## src/rtl/rr_arb_dec_4.sv

```systemverilog
// Four-requester round-robin arbiter with registered one-hot grant and an
// optional hold limit that forces rotation when others are waiting.
//
// state   | meaning
// S_IDLE  | no grant active, o_gnt_idx keeps the last owner
// S_OWNED | requester r_idx owns the resource, r_hcnt counts held cycles
module rr_arb_dec_4 #(
  parameter int unsigned HOLD_MAX = 8
) (
  input  logic       i_clk,
  input  logic       i_rst_n,
  input  logic [3:0] i_req,
  output logic [3:0] o_gnt,
  output logic [1:0] o_gnt_idx,
  output logic       o_gnt_valid,
  output logic       o_forced
);

  localparam logic [7:0] HCNT_SAT = (HOLD_MAX == 0) ? 8'd255 : 8'(HOLD_MAX - 1);
  localparam bit         LIMIT_ON = (HOLD_MAX != 0);

  typedef enum logic {S_IDLE, S_OWNED} state_t;

  state_t     r_state, w_state_nxt;
  logic [1:0] r_idx, w_idx_nxt;
  logic [1:0] r_ptr, w_ptr_nxt;
  logic [7:0] r_hcnt, w_hcnt_nxt;
  logic       r_forced, w_forced_nxt;
  logic [3:0] r_gnt;

  logic [3:0] w_cand;
  logic [7:0] w_dbl;
  logic [3:0] w_rot;
  logic [1:0] w_off;
  logic [1:0] w_win;
  logic       w_any;
  logic       w_owner_req;
  logic       w_expire;

  // The current owner is never a candidate; the search only picks a successor.
  assign w_cand      = (r_state == S_OWNED) ? (i_req & ~(4'b0001 << r_idx)) : i_req;
  assign w_dbl       = {w_cand, w_cand} >> r_ptr;
  assign w_rot       = w_dbl[3:0];
  assign w_any       = |w_cand;
  assign w_win       = r_ptr + w_off;
  assign w_owner_req = i_req[r_idx];
  assign w_expire    = LIMIT_ON && (r_hcnt == HCNT_SAT) && w_any;

  always_comb begin
    w_off = 2'd3;
    if (w_rot[0])      w_off = 2'd0;
    else if (w_rot[1]) w_off = 2'd1;
    else if (w_rot[2]) w_off = 2'd2;
  end

  always_comb begin
    w_state_nxt  = r_state;
    w_idx_nxt    = r_idx;
    w_ptr_nxt    = r_ptr;
    w_hcnt_nxt   = r_hcnt;
    w_forced_nxt = 1'b0;
    case (r_state)
      S_IDLE: begin
        if (w_any) begin
          w_state_nxt = S_OWNED;
          w_idx_nxt   = w_win;
          w_ptr_nxt   = w_win + 2'd1;
          w_hcnt_nxt  = 8'd0;
        end
      end
      S_OWNED: begin
        if (!w_owner_req || w_expire) begin
          if (w_any) begin
            w_idx_nxt    = w_win;
            w_ptr_nxt    = w_win + 2'd1;
            w_hcnt_nxt   = 8'd0;
            w_forced_nxt = w_owner_req;
          end else begin
            w_state_nxt = S_IDLE;
            w_hcnt_nxt  = 8'd0;
          end
        end else if (r_hcnt != HCNT_SAT) begin
          w_hcnt_nxt = r_hcnt + 8'd1;
        end
      end
      default: w_state_nxt = S_IDLE;
    endcase
  end

  always_ff @(posedge i_clk or negedge i_rst_n) begin
    if (!i_rst_n) begin
      r_state  <= S_IDLE;
      r_idx    <= 2'd0;
      r_ptr    <= 2'd0;
      r_hcnt   <= 8'd0;
      r_forced <= 1'b0;
      r_gnt    <= 4'b0000;
    end else begin
      r_state  <= w_state_nxt;
      r_idx    <= w_idx_nxt;
      r_ptr    <= w_ptr_nxt;
      r_hcnt   <= w_hcnt_nxt;
      r_forced <= w_forced_nxt;
      r_gnt    <= (w_state_nxt == S_OWNED) ? (4'b0001 << w_idx_nxt) : 4'b0000;
    end
  end

  assign o_gnt       = r_gnt;
  assign o_gnt_idx   = r_idx;
  assign o_gnt_valid = (r_state == S_OWNED);
  assign o_forced    = r_forced;

endmodule

```

## config.mk

```make
export PLATFORM = sky130hd
export DESIGN_NAME = rr_arb_dec_4
export DESIGN_NICKNAME = d
export VERILOG_FILES = /design/src/rtl/rr_arb_dec_4.sv
export SDC_FILE = /design/constraint.sdc
export NUM_CORES = 1
export LEC_CHECK = 0
export CAP_MARGIN = 20
export CORE_MARGIN = 2
export CORE_UTILIZATION = 30
export CTS_CLUSTER_DIAMETER = 60
export DETAILED_ROUTE_END_ITERATION = 8
export PLACE_DENSITY_LB_ADDON = 0.08
export SLEW_MARGIN = 15
export SYNTH_ARGS = -nofsm -noshare
export SYNTH_HDL_FRONTEND = slang
export SYNTH_SLANG_ARGS = --single-unit
```

## constraint.sdc

```tcl
create_clock -name i_clk -period 2.4 [get_ports i_clk]
set_clock_uncertainty 0.15 [all_clocks]
set_input_delay 0.24 -clock i_clk [delete_from_list [all_inputs] [get_ports i_clk]]
set_output_delay 0.24 -clock i_clk [all_outputs]
set_load 0.02 [all_outputs]
```

=== Word-level counts from Yosys, hierarchy flattened ===
Index checks and enable logic that the tools add are counted.

* Output and inout port bits: 8
* Register bits: 18
* Word-level logic and storage cells: 49

* Bitwise logic cells: 3
* $lt $le $gt $ge: 1
* Shift-type cells: 3
* Eq/ne operators: 5
* Add/subtract/negate cells: 3
* Reduce and logical (&&, ||, !) cells: 5
* Muxes and demuxes: 23

{| class="wikitable"
|+ Operators with widths
! cell !! count
|-
| $mux 8 || 3
|-
| $pmux 8 s2 || 1
|-
| $mux 2 || 6
|-
| $add 8x1->8 const B || 1
|-
| $eq 8x3->1 const B || 1
|-
| $mux 4 || 2
|-
| $ne 8x3->1 const B || 1
|-
| $pmux 2 s2 || 2
|-
| $shl 1x2->4 const A || 2
|-
| $shr 8x2->3 || 1
|-
| $mux 1 || 7
|-
| $and 4x4->4 || 1
|-
| $not 4->4 || 1
|-
| $reduce_or 4->1 || 1
|-
| $lt 2x3->1 const B || 1
|-
| $ne 3x1->1 const B || 1
|-
| $add 2x1->2 const B || 1
|-
| $add 2x2->2 || 1
|-
| $bmux 1 s2 || 1
|-
| $ne 2x1->1 const B || 1
|-
| $ne 2x2->1 const B || 1
|-
| $pmux 1 s2 || 1
|-
| $reduce_and 2->1 || 1
|-
| $logic_and 1x1->1 || 1
|-
| other kinds (3) || 3
|}

=== Logic depth before layout (Yosys ltp) ===
Gate-level depths: netlist of the first run.

* Depth in word-level cells: 14
* Gate-level depth with buffers: 12
* Depth with buffers taken out: 11

=== Least setup slack after synthesis of the first run ===
Ideal clock, no wire load.

* Path type: reg-to-reg
* Start point: register r_idx[1], in the netlist o_gnt_idx[1]
* End point: register r_ptr[1]
* Arrival: 2.222 ns
* Setup time: 0.127 ns
* Cell stages (with the launch flop): 12
* Path buffers: 1
* Path slack: -0.099 ns
* Data required time: 2.123 ns
* Cells stage by stage: dfrtp_1 -> buf_4 -> nand2b_1 -> o21a_1 -> nor3_1 -> a31oi_1 -> o211ai_1 -> ha_1 -> xnor2_1 -> xnor2_1 -> o21ai_1 -> o31ai_2

* Cells in the longest elaborated chain, start to end: 13

{| class="wikitable"
|+ Ends and longest elaborated chain
! what !! RTL line !! text
|-
| from (decl) || 25 || <nowiki>logic [1:0] r_idx, w_idx_nxt;</nowiki>
|-
| from (signal assigned) || 100 || <nowiki>r_idx <= w_idx_nxt;</nowiki>
|-
| $shl 1x2->4 || 41 || <nowiki>assign w_cand = (r_state == S_OWNED) ? (i_req & ~(4'b0001 << r_idx)) : i_req;</nowiki>
|-
| $not 4->4 || 41 ||
|-
| $and 4x4->4 || 41 ||
|-
| $mux 4 || 41 ||
|-
| $shr 8x2->3 || 42 || <nowiki>assign w_dbl = {w_cand, w_cand} >> r_ptr;</nowiki>
|-
| $mux 1 || 53 || <nowiki>else if (w_rot[2]) w_off = 2'd2;</nowiki>
|-
| $mux 2 || 52 || <nowiki>else if (w_rot[1]) w_off = 2'd1;</nowiki>
|-
| $mux 2 || 51 || <nowiki>if (w_rot[0]) w_off = 2'd0;</nowiki>
|-
| $add 2x2->2 || 45 || <nowiki>assign w_win = r_ptr + w_off;</nowiki>
|-
| $add 2x1->2 || 67, 75 ||
|-
| $mux 2 || 64, 73 ||
|-
| $mux 2 || 72 || <nowiki>if (!w_owner_req || w_expire) begin</nowiki>
|-
| $pmux 2 s2 || 62 || <nowiki>case (r_state)</nowiki>
|-
| to (signal assigned) || 101 || <nowiki>r_ptr <= w_ptr_nxt;</nowiki>
|-
| to (decl) || 26 || <nowiki>logic [1:0] r_ptr, w_ptr_nxt;</nowiki>
|}

Several ways; a longest one is shown, not always the timed one. The select of a mux whose other input is x is not followed.
A chain may end at the register's enable or synchronous reset.

=== Worst setup path after layout of the first run ===
Ends and elaborated chain as after synthesis.

==> reports/summary.md, run 1 <==
The setup path with the least slack is of type flip-flop to flip-flop. By area the synthesized netlist is led by dfrtp_1, nor2_1, a31oi_1. Share of the synthesized netlist area taken by xor and xnor gates: 2.998%. Of all nets on the critical path, the largest fanout is 5.

The pin count of the biggest net entering global routing is 19. Summed over all nets, the half-perimeter wirelength after detailed placement is 2.062 mm. TritonCTS built the clock tree.

The first routing iteration left 55 violations. Launching element of the worst setup path: o_gnt_idx[1]. TritonCTS created 3 clock buffers. The tools report the total of endpoints with negative setup slack in the final report as 0. At the worst endpoint, the required time is 2.38 ns.

For this block, the via count after detailed routing is 1,070. The final layout contains routed wiring with a total length of 2.777 mm. The initial antenna violation count came out at 0. The clock network latency to the later pin of the worst-skew pair was 0.25 ns. The portion of the post-synthesis area used by sequential elements was 38.54%. The fraction of power spent switching nets is 43.12%, and the quantity of hold-fixing buffers added after cts is 0.

The critical path ends at r_ptr[1]. For the number of unique standard cell types used by synthesis, the log shows 43. Once the floorplan was initialized, standard cells occupied 31.45% of the core. Of the total synthesized cell area, the portion taken by full adders, half adders and majority gates is 2.141%. Input and output buffers added on the ports amount to 13.

The leading area contributor after synthesis is dfrtp_1. The number of max-slew violations in the final report was 0; the detail-routed net length per standard cell was 13.22 um. The slew at the pin with the worst max-slew slack was 0.4023 ns; the total power per unit cell area was 1444 nW/um^2.

The fraction of layout cells with a size suffix above 1 came out at 25.93%. The worst hold path belongs to the class input port to async pin. For the post-synthesis instance area, the log shows 1169 sq um.

By area, the combinational part of the netlist is dominated by simple AND/OR/NAND/NOR gates. The run finished with clean final reports. The placed instance count was 200. The clock passes through at most 2 buffers.

The post-synthesis register bit count is 18, and the average cell area after synthesis is 8.989 sq um. The logs give 0 for the count of final hold-check violations and 4.885 mm for the first-pass GRT wire length. Via count of the first global-routing pass: 1,008.

The tools report the level count of the clock H-tree as 1. The layout overhead on the synthesized area was 35.23%. The internal power of the cells totals 0.001298 W.

The worst register-to-register path ends at r_ptr[1]. The routed design could run at a clock period as short as 2.291 ns. In the finished design, the share of the clock period the worst path needs comes to 95.46%.

The global-route usage over all layers is 14.70%, and the relative contribution of sequential cells to total power is 25.2%. The logic depth of the worst register-to-register path is 10, and the weighted congestion reported at the end of routability-driven placement is 0.7810. Area inside the core boundary: 3716 sq um. The die is 66.42 um wide. The area of the die is 4411 sq um. The number of flops mapped to enable cells by yosys is 0, and the register-to-register path setup slack is 0.11 ns.

The worst-case IR drop observed on VDD is 0.4525 mV. The tree is rooted in a clkbuf_8. Total power consumption of the routed design: 0.002282 W.

The number of remaining DRC errors is 0, and the clock-pin slew reported for the worst setup and hold paths after clock tree synthesis is 0.07 ns. In this run the remaining antenna-violating nets after routing total 0. The worst pin sits at a relative slew slack of 73.02%.

The share of the synthesized area in compound gates (AO/OA/AOI/OAI) is 22.70%, and the number of clock sinks seen by CTS is 18. Setup repair after global routing could not meet its margin everywhere. The number of nets handed over by synthesis was 138. In the synthesized netlist the dominant register cell turns out to be dfrtp_1. The initialized floorplan defines 22 standard-cell rows.

The kind of end point of the critical path was a flip-flop. Summed over all cells, the static leakage comes to 0.6788 nW. The run gives 14 as the number of I/O pins. The floorplan step set the die height to 66.42 um. The part of the total power dissipated in combinational logic is 63.9%, and the total global routing overflow is 0. The run gives 2.27 ns as the signal arrival time at the worst endpoint.

Static timing analysis puts the maximum clock frequency at 0.4365 GHz. Dividing the detail-routed via count by the number of cells gives 5.095. The tool flagged a number of max-cap violations equal to 0. The total of warnings raised by yosys came out at 0. Summed over its instances, the top area cell type makes up 38.54% of the synthesized netlist area. The total net switching power is 0.0009841 W, and the share of synthesized area spent on multiplexers is 5.246%. For this run, the post-layout net count is 171.

STA classifies the critical path startpoint as a flip-flop. The first detailed-routing pass ran for 4 iterations. The gate count after technology mapping came out at 130. The clock network power share is 10.9%, and the area fraction in and, or, nand and nor cells after synthesis is 23.45%. Launching point of the worst reg2reg path: o_gnt_idx[1].

The repair_antennas step left the layout with diodes totalling 0. The tools report the number of non-filler instances in the completed layout as 210. For this run, asynchronously set or reset flops after synthesis account for 100.0%.
-- power by group through the flow --
stage	clock, W	combinational, W	sequential [W]
2_1_floorplan	0	0.000982	0.000578
3_3_place_gp	0	0.00130	0.000579
3_5_place_dp	0	0.00133	0.000576
4_1_cts	0.000258	0.00132	0.000574
5_1_grt	0.000275	0.00162	0.000600
6_report	0.000249	0.00146	0.000576
-- stage by stage --
stage / setup TNS (ns) / cell area (sq um) / hold WS [ns] / util [%] / worst slack, ns
floorplan: -0.0001912 / 1190 / -0.2056 / - / -0.0001912
global placement: -0.01133 / 1443 / 0.3263 / 38.82 / -0.01133
detailed placement: -0.05527 / 1443 / 0.3302 / 38.82 / -0.05527
CTS: 0 / 1498 / 0.1790 / 40.30 / 0.006044
global route: -0.04603 / 1580 / 0.1884 / 42.53 / -0.04603
finish: 0 / 1580 / 0.1692 / 42.53 / 0.1089
-- synthesized netlist by cell type (all sizes together) (3+ instances only) --
library cell,instances
dfrtp,18
nand2,16
nor2,16
a31oi,9
o21ai,7
a21oi,6
mux2i,5
nand3,5
buf,4
and3,3
inv,3
nor3,3
o31ai,3
or2,3
-- critical path, cell delays in order, from the launching register on --
cell and delay (ns):
dfrtp_2 0.43, nand2b_4 0.17, o21a_4 0.23, nor3_4 0.10, a31oi_1 0.05, o211ai_1 0.20
ha_1 0.29, xnor2_2 0.22, xnor2_1 0.10, o21ai_1 0.14, o31ai_2 0.08
-- sequential cells by signal, indices dropped and copies added, names as in the netlist --
signal	flops
o_forced	1
o_gnt	4
o_gnt_idx	2
o_gnt_valid	1
r_hcnt	8
r_ptr	2
-- cell families after synthesis --
| logic type | count (synthesis) |
|---|---|
| fa+ha+maj | 2 |
| simple gates | 54 |
| compound gates | 37 |
| flops | 18 |
| mux | 6 |
| buf+inv | 9 |
| xor+xnor | 4 |
-- how the worst min path moves through the flow --
| stage | to | cells past startpoint | slack (ns) |
|---|---|---|---|
| after CTS | r_hcnt[4] | 2 | 0.18 |
| after floorplan | o_forced | 0 | -0.21 |
| final | r_hcnt[3] | 2 | 0.17 |
| after global placement | r_hcnt[7] | 1 | 0.33 |
| after detailed placement | r_hcnt[7] | 1 | 0.33 |
| after global routing | r_ptr[1] | 2 | 0.19 |
-- what timing repair did --
| item | 4_1_cts | 5_1_grt |
|---|---|---|
| resized for setup | 0 | 7 |
| endpoints found under the hold margin | 0 | 0 |
| endpoints found under the setup margin | 0 | 6 |
| setup buffers | 0 | 6 |
-- layout by cell type, fill, tap and decap left out, types with 2 or more instances in the layout --
master / Yosys / layout
o21ai_1: 6 / 5
a31oi_1: 9 / 9
ha_1: 2 / 2
and3_1: 3 / 3
dfrtp_1: 18 / 16
buf_4: 2 / 21
nand2_1: 15 / 15
o31ai_2: 2 / 2
clkbuf_8: 0 / 4
a21oi_1: 6 / 6
nand3_1: 5 / 5
clkdlybuf4s50_1: 0 / 13
dfrtp_2: 0 / 2
nor3_4: 1 / 2
a32o_1: 2 / 2
or2_1: 2 / 2
nor2_1: 16 / 16
nand4_1: 2 / 2
mux2i_1: 5 / 5
inv_1: 2 / 2
-- final cells by class --
class	instances	area, sq um
inverters	3	11.26
clock buffers	4	55.05
flip-flops and latches	18	452.9
repair buffers	34	287.8
well taps	48	60.06
fillers	382	2136
multi-input cells	103	713.2
-- routing by layer --
metal | up-vias | wire length (um) | track usage, % | part of all wire, %
li1 | 535 | - | - | -
met4 | 0 | 22 | 3.827 | 0.79
met5 | - | 0 | 0 | 0
met2 | 22 | 1196 | 21.13 | 43
met1 | 511 | 1454 | 21.77 | 52
met3 | 2 | 104 | 3.578 | 3.7
Note: power is estimated with default switching activity, not from simulation.
==> run 2: changes to the inputs <==
--- a/config.mk
+++ b/config.mk
@@ -11,6 +11,7 @@
 export CTS_CLUSTER_DIAMETER = 60
 export DETAILED_ROUTE_END_ITERATION = 8
 export PLACE_DENSITY_LB_ADDON = 0.08
+export SKIP_CTS_REPAIR_TIMING = 1
 export SLEW_MARGIN = 15
 export SYNTH_ARGS = -nofsm -noshare
 export SYNTH_HDL_FRONTEND = slang
==> results of run 2 <==
No change in the layout: final DEF, timing and power equal those of run 1.
